**config.mk**
```make
export PLATFORM = sky130hd
export DESIGN_NAME = pc_ir_unit
export DESIGN_NICKNAME = d
export VERILOG_FILES = /design/src/rtl/pc_ir_unit_pkg.sv /design/src/rtl/pc_ir_unit_next_pc_calc.sv /design/src/rtl/pc_ir_unit.sv
export SDC_FILE = /design/constraint.sdc
export NUM_CORES = 1
export LEC_CHECK = 0
export ABC_AREA = 1
export BUFFER_PORTS_ARGS = -buffer_cell sky130_fd_sc_hd__buf_2
export CORE_UTILIZATION = 30
export CTS_CLUSTER_DIAMETER = 200
export DETAILED_ROUTE_END_ITERATION = 6
export GPL_TIMING_DRIVEN = 0
export PLACE_DENSITY_LB_ADDON = 0.25
export SYNTH_ARGS = -nofsm -noshare
export SYNTH_HDL_FRONTEND = slang
export SYNTH_SLANG_ARGS = --single-unit
```
**constraint.sdc**
```tcl
create_clock -name CLK -period 3.3 [get_ports CLK]
set_clock_uncertainty 0.05 [all_clocks]
set_input_delay 0.165 -clock CLK [delete_from_list [all_inputs] [get_ports CLK]]
set_output_delay 0.165 -clock CLK [all_outputs]
set_load 0.05 [all_outputs]
```
**src/rtl/pc_ir_unit_pkg.sv**
```systemverilog
// pc_ir_unit_pkg
//   Definitions shared by the fetch datapath and the control unit:
//   - next-PC source select codes
//   - the HALT opcode
//   - the reset PC default
//   - run/halt state codes
//   - a packed view of the R-type instruction fields
package pc_ir_unit_pkg;

  // Next-PC source select, driven by the control unit.
  localparam logic [1:0] PC_SEL_NEXT_INS = 2'b00;
  localparam logic [1:0] PC_SEL_REL_JMP  = 2'b01;
  localparam logic [1:0] PC_SEL_RS_JMP   = 2'b10;
  localparam logic [1:0] PC_SEL_ABS_JMP  = 2'b11;

  localparam logic [5:0] OP_HALT = 6'b111111;

  localparam logic [31:0] RESET_PC_DEFAULT = 32'h0000_0000;

  // Run/halt state encoding.
  localparam logic [0:0] S_RUN  = 1'b0;
  localparam logic [0:0] S_HALT = 1'b1;

  // Field layout of a 32-bit instruction; the widths add up to exactly 32 bits.
  typedef struct packed {
    logic [5:0] op;
    logic [4:0] rs;
    logic [4:0] rt;
    logic [4:0] rd;
    logic [4:0] sa;
    logic [5:0] func;
  } instr_fields_t;

endpackage

```
**src/rtl/pc_ir_unit_next_pc_calc.sv**
```systemverilog
// next_pc_calc
//   Purely combinational next-PC selection.
//   inputs : pc       current PC
//            ir       latched instruction
//            rs_data  register rs value, used for jr
//            pc_sel   next-PC source select
//   outputs: pc_plus4       pc + 4
//            next_pc        selected next PC
//            misalign_cond  jr target has nonzero low bits
//   All arithmetic wraps modulo 2^PC_W.
module next_pc_calc
  import pc_ir_unit_pkg::*;
#(
  parameter int PC_W = 32
) (
  input  logic [PC_W-1:0] pc,
  input  logic [PC_W-1:0] ir,
  input  logic [PC_W-1:0] rs_data,
  input  logic [1:0]      pc_sel,
  output logic [PC_W-1:0] pc_plus4,
  output logic [PC_W-1:0] next_pc,
  output logic            misalign_cond
);

  logic [PC_W-1:0] branch_off;

  always_comb begin
    pc_plus4 = pc + PC_W'(4);

    // Sign-extend immd16, then scale it to a byte offset (shift left by 2).
    branch_off = {{(PC_W-18){ir[15]}}, ir[15:0], 2'b00};

    next_pc = pc_plus4;
    case (pc_sel)
      PC_SEL_NEXT_INS: next_pc = pc_plus4;
      PC_SEL_REL_JMP:  next_pc = pc_plus4 + branch_off;
      PC_SEL_RS_JMP:   next_pc = {rs_data[PC_W-1:2], 2'b00};
      PC_SEL_ABS_JMP:  next_pc = {pc_plus4[PC_W-1:PC_W-4], ir[25:0], 2'b00};
      default:         next_pc = pc_plus4;
    endcase

    // The jr target is forced to alignment; this flag only reports that it
    // was needed.
    misalign_cond = (pc_sel == PC_SEL_RS_JMP) && (rs_data[1:0] != 2'b00);
  end

endmodule

```
**src/rtl/pc_ir_unit.sv**
```systemverilog
// pc_ir_unit
//   Fetch-side datapath: holds the program counter and the instruction
//   register, and splits the IR into fields.
//
//   Control inputs:
//     CLK, nRST  clock; asynchronous active-low reset
//     pc_write   commit the next PC at this edge
//     ir_write   latch instr_in into the IR at this edge
//     pc_sel     next-PC source
//   Data inputs:
//     rs_data    jr target
//     instr_in   instruction-memory read data
//   Outputs:
//     pc                     current PC, also the instruction-memory address
//     pc_plus4               pc + 4
//     op/rs/rt/rd/sa/func/immd16  IR fields
//     halted                 processor has stopped on HALT
//     misalign               sticky jr-misalignment flag
//
//   Once HALT is latched, pc, IR and misalign freeze until reset.
module pc_ir_unit
  import pc_ir_unit_pkg::*;
#(
  parameter logic [31:0] RESET_PC = RESET_PC_DEFAULT,
  parameter int          PC_W     = 32
) (
  input  logic            CLK,
  input  logic            nRST,
  input  logic            pc_write,
  input  logic            ir_write,
  input  logic [1:0]      pc_sel,
  input  logic [PC_W-1:0] rs_data,
  input  logic [PC_W-1:0] instr_in,
  output logic [PC_W-1:0] pc,
  output logic [PC_W-1:0] pc_plus4,
  output logic [5:0]      op,
  output logic [5:0]      func,
  output logic [4:0]      rs,
  output logic [4:0]      rt,
  output logic [4:0]      rd,
  output logic [4:0]      sa,
  output logic [15:0]     immd16,
  output logic            halted,
  output logic            misalign
);

  logic [PC_W-1:0] pc_q, pc_d;
  logic [PC_W-1:0] ir_q, ir_d;
  logic [0:0]      state_q, state_d;
  logic            misalign_q, misalign_d;

  logic [PC_W-1:0] next_pc;
  logic            misalign_cond;
  logic            running;
  logic            halt_latch;
  logic            pc_en;
  instr_fields_t   fields;

  next_pc_calc #(.PC_W(PC_W)) u_next_pc_calc (
    .pc            (pc_q),
    .ir            (ir_q),
    .rs_data       (rs_data),
    .pc_sel        (pc_sel),
    .pc_plus4      (pc_plus4),
    .next_pc       (next_pc),
    .misalign_cond (misalign_cond)
  );

  always_comb begin
    running    = (state_q == S_RUN);
    halt_latch = running && ir_write && (instr_in[31:26] == OP_HALT);

    // Latching HALT blocks a coincident PC commit, so the PC stays at the
    // HALT address.
    pc_en = running && pc_write && !halt_latch;

    ir_d = ir_q;
    if (running && ir_write) begin
      ir_d = instr_in;
    end

    pc_d       = pc_en ? next_pc : pc_q;
    misalign_d = misalign_q | (pc_en & misalign_cond);
    state_d    = halt_latch ? S_HALT : state_q;
  end

  always_ff @(posedge CLK or negedge nRST) begin
    if (!nRST) begin
      pc_q       <= RESET_PC;
      ir_q       <= '0;
      state_q    <= S_RUN;
      misalign_q <= 1'b0;
    end else begin
      pc_q       <= pc_d;
      ir_q       <= ir_d;
      state_q    <= state_d;
      misalign_q <= misalign_d;
    end
  end

  assign fields   = instr_fields_t'(ir_q);
  assign pc       = pc_q;
  assign op       = fields.op;
  assign rs       = fields.rs;
  assign rt       = fields.rt;
  assign rd       = fields.rd;
  assign sa       = fields.sa;
  assign func     = fields.func;
  assign immd16   = ir_q[15:0];
  assign halted   = (state_q == S_HALT);
  assign misalign = misalign_q;

endmodule
```
# Yosys cells after proc, flatten, opt, wreduce, memory -nomap -nowiden
# Index checks and enable logic that the tools add are counted.
[word_totals] reg_bits=66 in_bits=70 output_inout_bits=114 wordCells=22
[op_classes] n_addsub=2 eq_ne=4 mux=1 bitwise_logic=3 reduce_logical=8
[op_table] cell="$pmux W32 S4" count=1
[op_table] cell="$add A32 B3 Y32 const B" count=1
[op_table] cell="$add A32 B32 Y32" count=1
[op_table] cell="$eq A6 B6 Y1 const B" count=1
[op_table] cell="$logic_and A1 B1 Y1" count=5
[op_table] cell="$eq A2 B2 Y1 const B" count=2
[op_table] cell="$eq A2 B1 Y1 const B" count=1
[op_table] cell="$logic_not A2 Y1" count=1
[op_table] cell="$reduce_bool A2 Y1" count=1
[op_table] cell="$and A1 B1 Y1" count=1
[op_table] cell="$logic_not A1 Y1" count=1
[op_table] cell="$not A1 Y1" count=1
[op_table] cell="$or A1 B1 Y1" count=1

# Logic depth before layout (Yosys ltp)
[logic_depth] ltp_word=7 mapped_depth=26

# Modules after synthesis
# A second synthesis with hierarchy kept.
[unflattened] cells_unflattened=1014 area_unflattened_um2=6498.7
[by_module_without_submodules] mod="next_pc_calc" n_inst=1 cells_per_inst=776 area_per_inst_um2=3802.4 seq_area_each_um2=0.0
[by_module_without_submodules] mod="pc_ir_unit" n_inst=1 cells_per_inst=238 area_per_inst_um2=2696.3 seq_area_each_um2=1651.6

# Worst setup path before layout
# Ideal clock, no wire load.
[synth_timing] kind="flip-flop to flip-flop" start="reg pc_q[2] (netlist: pc[2])" end="reg pc_q[23] (netlist: pc[23])" setup_ns=0.118 arrival_ns=3.656 setup_slack_ns=-0.524 path_stages_with_launch=18 n_path_buf=0 period_less_slack_ns=3.824 cell_sequence="dfrtp_1 -> inv_1 -> nor2_2 -> nand2_1 -> xnor2_1 -> ha_1 -> nand2_1 -> inv_1 -> nand2_1 -> nand2_1 -> a21oi_1 -> nand2_1 -> nand2_1 -> nand3b_1 -> nand3_1 -> nand2_1 -> nand2_1 -> nand2_1"
[synth_via] elab_chain_cells=3
[synth_rtl] element="from (decl)" line_no="pc_ir_unit.sv:47" rtl="logic [PC_W-1:0] pc_q, pc_d;"
[synth_rtl] element="from (signal assigned)" line_no="pc_ir_unit.sv:94" rtl="pc_q <= pc_d;"
[synth_rtl] element="$add A32 B3 Y32" line_no="pc_ir_unit_next_pc_calc.sv:28" rtl="pc_plus4 = pc + PC_W'(4);"
[synth_rtl] element="net pc_plus4[2]" line_no="pc_ir_unit.sv:35" rtl="output logic [PC_W-1:0] pc_plus4,"
[synth_rtl] element="$add A32 B32 Y32" line_no="pc_ir_unit_next_pc_calc.sv:36" rtl="PC_SEL_REL_JMP: next_pc = pc_plus4 + branch_off;"
[synth_rtl] element="$pmux W32 S4" line_no="pc_ir_unit_next_pc_calc.sv:34" rtl="case (pc_sel)"
# The timed path passes the listed nets, and every way through them passes these cells.
# A chain may end at the register's enable or synchronous reset.

# Final worst setup path
[layout_timing] start="reg pc_q[3] (netlist: pc[3])" end="reg pc_q[29] (netlist: pc[29])"
[layout_via] elab_chain_cells=3
[layout_rtl] element="$add A32 B3 Y32 *" line_no="pc_ir_unit_next_pc_calc.sv:28"
[layout_rtl] element="$add A32 B32 Y32" line_no="pc_ir_unit_next_pc_calc.sv:36"
[layout_rtl] element="$pmux W32 S4 *" line_no="pc_ir_unit_next_pc_calc.sv:34"
# Mark *: on every way between the ends. The rest lies on a longest branch, timed or not.

==> key figures <==
Setup path
  – Crit-path cells: ha_4, nand2_2, nor2_4, buf_6, nand3_2, nor2_4, nand3_4, xnor2_4, ha_4, nand2_1, inv_1, nand2_4, nor3_4, and2_4, nand2_2, nand2_1, nand2_1, nand3_2, nand2_2, nand2_1, nand2_1
  – WS Path Type: reg -> reg
  – Worst path slowest cell: dfrtp_2
  – Delay-heaviest family, CP: simple AND/OR/NAND/NOR gates
  – Most used cell along the critical path: nand2_1
  – CP endpoint kind: register
  – CP Data Required Time: ~3.5 ns
  – CP max FO: 5
  – CP peak stage delay: between 0.4 and 0.5 ns
  – Crit start category: register
  – Buf/Inv on CP: 2
  – Worst Path Arrival: ~3.4 ns

Logic synthesis
  – Ys Warns: 0
  – Synth top area cells: dfrtp_1 (25%), nand2_1 (25%), inv_1 (8.3%)
  – Cell variety after synth: 42
  – Syn_area_per_cell: about 6.0 um2
  – Count of state elements after synthesis: 64
  – Simple logic cell fraction of the synthesized area: 40.5%
  – Async S/R FF share, synth: 100%
  – Largest family of logic cells by synthesized area: simple AND/OR/NAND/NOR gates
  – Synth Area in XOR/XNOR: roughly 3%
  – Adder-Cell Fraction of Synth Area: between 7 and 8%
  – Number of synthesized flops with an enable pin: 0
  – Top_reg_cell synth: dfrtp_1
  – Mux cell area share after synthesis: 0%
  – Syn Inst Count: roughly 1000
  – Top cell type's share of synthesized area: about 25%
  – Sequential area share after synthesis: between 20 and 30%
  – Syn Std Cell Area: about 0.0063 mm2
  – Synth Area in Compound Gates: between 10% and 20%
  – Yosys top cell by area: dfrtp_1

Drt
  – TritonRoute pass-1 iters: 7
  – DRC: 0
  – Final wirelength: roughly 25000 um
  – Vias per inst: about 4.8
  – DRT iter0 DRCs: between 500 and 600
  – Routed wire per std cell: approximately 16 um
  – Vias: 7527
  – Final ANT Viol Nets: 0

Power
  – Sequential share of power: about a third
  – Pleak: around 5 nW
  – Sw frac: 38.3%
  – Cell internal pwr: 1.58 mW
  – Clock network fraction of total power: a little over a third
  – Pwr Density: 290 mW/mm2
  – NetSw: ~1000 uW
  – Comb pwr share: 31.7%
  – Tot Pwr: 2.57 mW
  – Worst vdd ir: 0.000265 V

Global routing
  – Gr busiest metal: met2
  – First-pass GRT wire length: slightly below 40000 um
  – Met2 Resource Use GR: approximately 40%
  – Initial antenna violation count: 0
  – Routing usage on met1: between 30% and 40%
  – Number of global-route vias before repair: roughly 7200
  – Routing usage on met3: 3.48%
  – GR Overflow Total: 0
  – Pin count of the biggest net entering global routing: 65
  – All-Layer GR Usage: between 20% and 30%

Clock network
  – CTS clock-pin slew for the worst setup and hold paths: ~0.060 ns
  – CTS root buffer: clkbuf_16
  – TritonCTS Buffers: 9
  – CTS max path bufs: 2
  – Htree depth: 3
  – CTS tree: built
  – Worst-skew pair later-pin latency: 0.35 ns
  – Clk sinks: 64

Floorplanning
  – Core area: 0.0204 mm2
  – Die ar.: approximately 0.022 mm2
  – # IOs: 184
  – Die height: between 100 and 150 um
  – Die X: around 150 um
  – FP Rows: 52
  – Initial Util: a little under a third

Final layout
  – N_diodes: 0
  – Most frequent cells in the layout: nand2_1 (392), buf_2 (181), inv_1 (132)
  – Final nets: ~1400
  – Most common cell after layout, fill and taps aside: nand2_1
  – Seq. cell area: roughly 0.0016 mm2
  – Area taken by multi-input logic gates: 0.00449 mm2
  – Cell Count, Final, Fillers Out: 1560
  – Final instance area: slightly below 0.009 mm2
  – Fill count: roughly 2200
  – Syn-to-layout area delta: 40.6%
  – Share of cells above drive strength 1: between 20 and 30%

Timing
  – Tcrit/Tclk final: a little over nine tenths
  – Tightest Pin Transition: 1.16 ns
  – Relative slew slack: between 20% and 30%
  – Final hold viol count: 0
  – Setup_tns: 0 ns
  – Final worst path period need: 3.18 ns
  – RSZ-0062 raised after global routing: true
  – Slew Viols, Final: 0
  – Max Freq: 315 MHz
  – Setup violations, final: 0
  – Fin Hold WS: about 0.044 ns

Place
  – Post-DP HPWL: approximately 20000 um
  – Placed instance count: 1494
  – Dpl cell area: 0.00776 mm2
  – Port bufs: 179
  – GPL Wtd Cong: between 0.9 and 1

Outcome
  – Outcome: finished, final reports clean

Run
  – Max_cap viols: 0

Min path
  – Worst Hold Class: in -> reg
==> layer usage <==
layer	wire (um)	share of wire, %
met1	11600	46
met5	0	0
met4	585	2.3
met2	11900	47
met3	1350	5.3
==> path summary, 6_finish.rpt <==
path	slack [ns]	end	from	depth (start not counted)
max	0.12	pc[29]$_DFFE_PN0P_	pc[3]$_DFFE_PN0P_	21
min	0.04	fields[29]$_DFFE_PN0P_	instr_in[29]	3
max reg2reg	0.12	pc[29]$_DFFE_PN0P_	pc[3]$_DFFE_PN0P_	21
min reg2reg	0.42	misalign$_DFF_PN0_	misalign$_DFF_PN0_	1
max in group asynchronous	2.15	pc[18]$_DFFE_PN0P_	nRST	2
min in group asynchronous	0.42	fields[29]$_DFFE_PN0P_	nRST	2
==> logic make-up after synthesis <==
| family | after synthesis |
|---|---|
| AOI/OAI and AO/OA | 125 |
| DFF | 64 |
| xor gates and xnor gates | 20 |
| adders and majority gates | 35 |
| and+or+nand+nor | 614 |
| other | 1 |
| buffers and inverters | 183 |
==> cell type report <==
| cell class | instances | share of cell area (%) |
|---|---|---|
| multi-input cells | 798 | 50.7 |
| flip-flops and latches | 64 | 18.3 |
| repair buffers | 229 | 15.2 |
| inverters | 140 | 6.02 |
| well taps | 270 | 3.81 |
| plain buffers | 43 | 2.84 |
| clock buffers | 9 | 2.54 |
| clock inverters | 7 | 0.537 |
==> flip-flops by register name, summed over array words and instances, names as in the netlist <==
register  flops
fields       32
pc           30
halted        1
misalign      1
==> per-stage QoR <==
stage          setup slack [ns]  util [%]
2_1_floorplan           0.00112         -
3_3_place_gp             -0.193      38.0
3_5_place_dp             -0.193      38.0
4_1_cts                 0.00776      41.3
5_1_grt                 -0.0466      43.4
6_report                  0.121      43.4
==> power by group through the flow <==
| stage | Sequential (mW) | Clock (mW) | Combinational (mW) |
|---|---|---|---|
| detailed placement | 0.864 | 0 | 0.711 |
| global route | 0.852 | 0.958 | 0.882 |
| floorplan | 0.928 | 0 | 0.422 |
| CTS | 0.848 | 0.923 | 0.754 |
| finish | 0.849 | 0.905 | 0.812 |
| global placement | 0.864 | 0 | 0.706 |
==> tightest hold or removal path: stages <==
cell and delay (ns):
buf_2 0.09, inv_1 0.06, o21ai_0 0.08
==> cell usage after synthesis (8+ instances only) <==
library cell	instances
buf_4	23
nor2_1	80
clkbuf_1	16
a221oi_1	10
nand4_1	19
xor2_1	12
a21oi_1	50
ha_1	34
nand3_1	63
dfrtp_1	64
nor3_1	9
nand3b_1	8
o21bai_1	8
nand2_1	413
o21ai_0	39
inv_1	139
==> what timing repair did <==
item                       CTS  global route
cloned                       0             0
pin swaps                    4            23
hold buffers                29             0
resized for setup           16            80
buffers inserted             6            15
setup endpoints to repair    9            18
hold endpoints to repair    92             0
No activity file was read; power rests on OpenSTA's default activity.
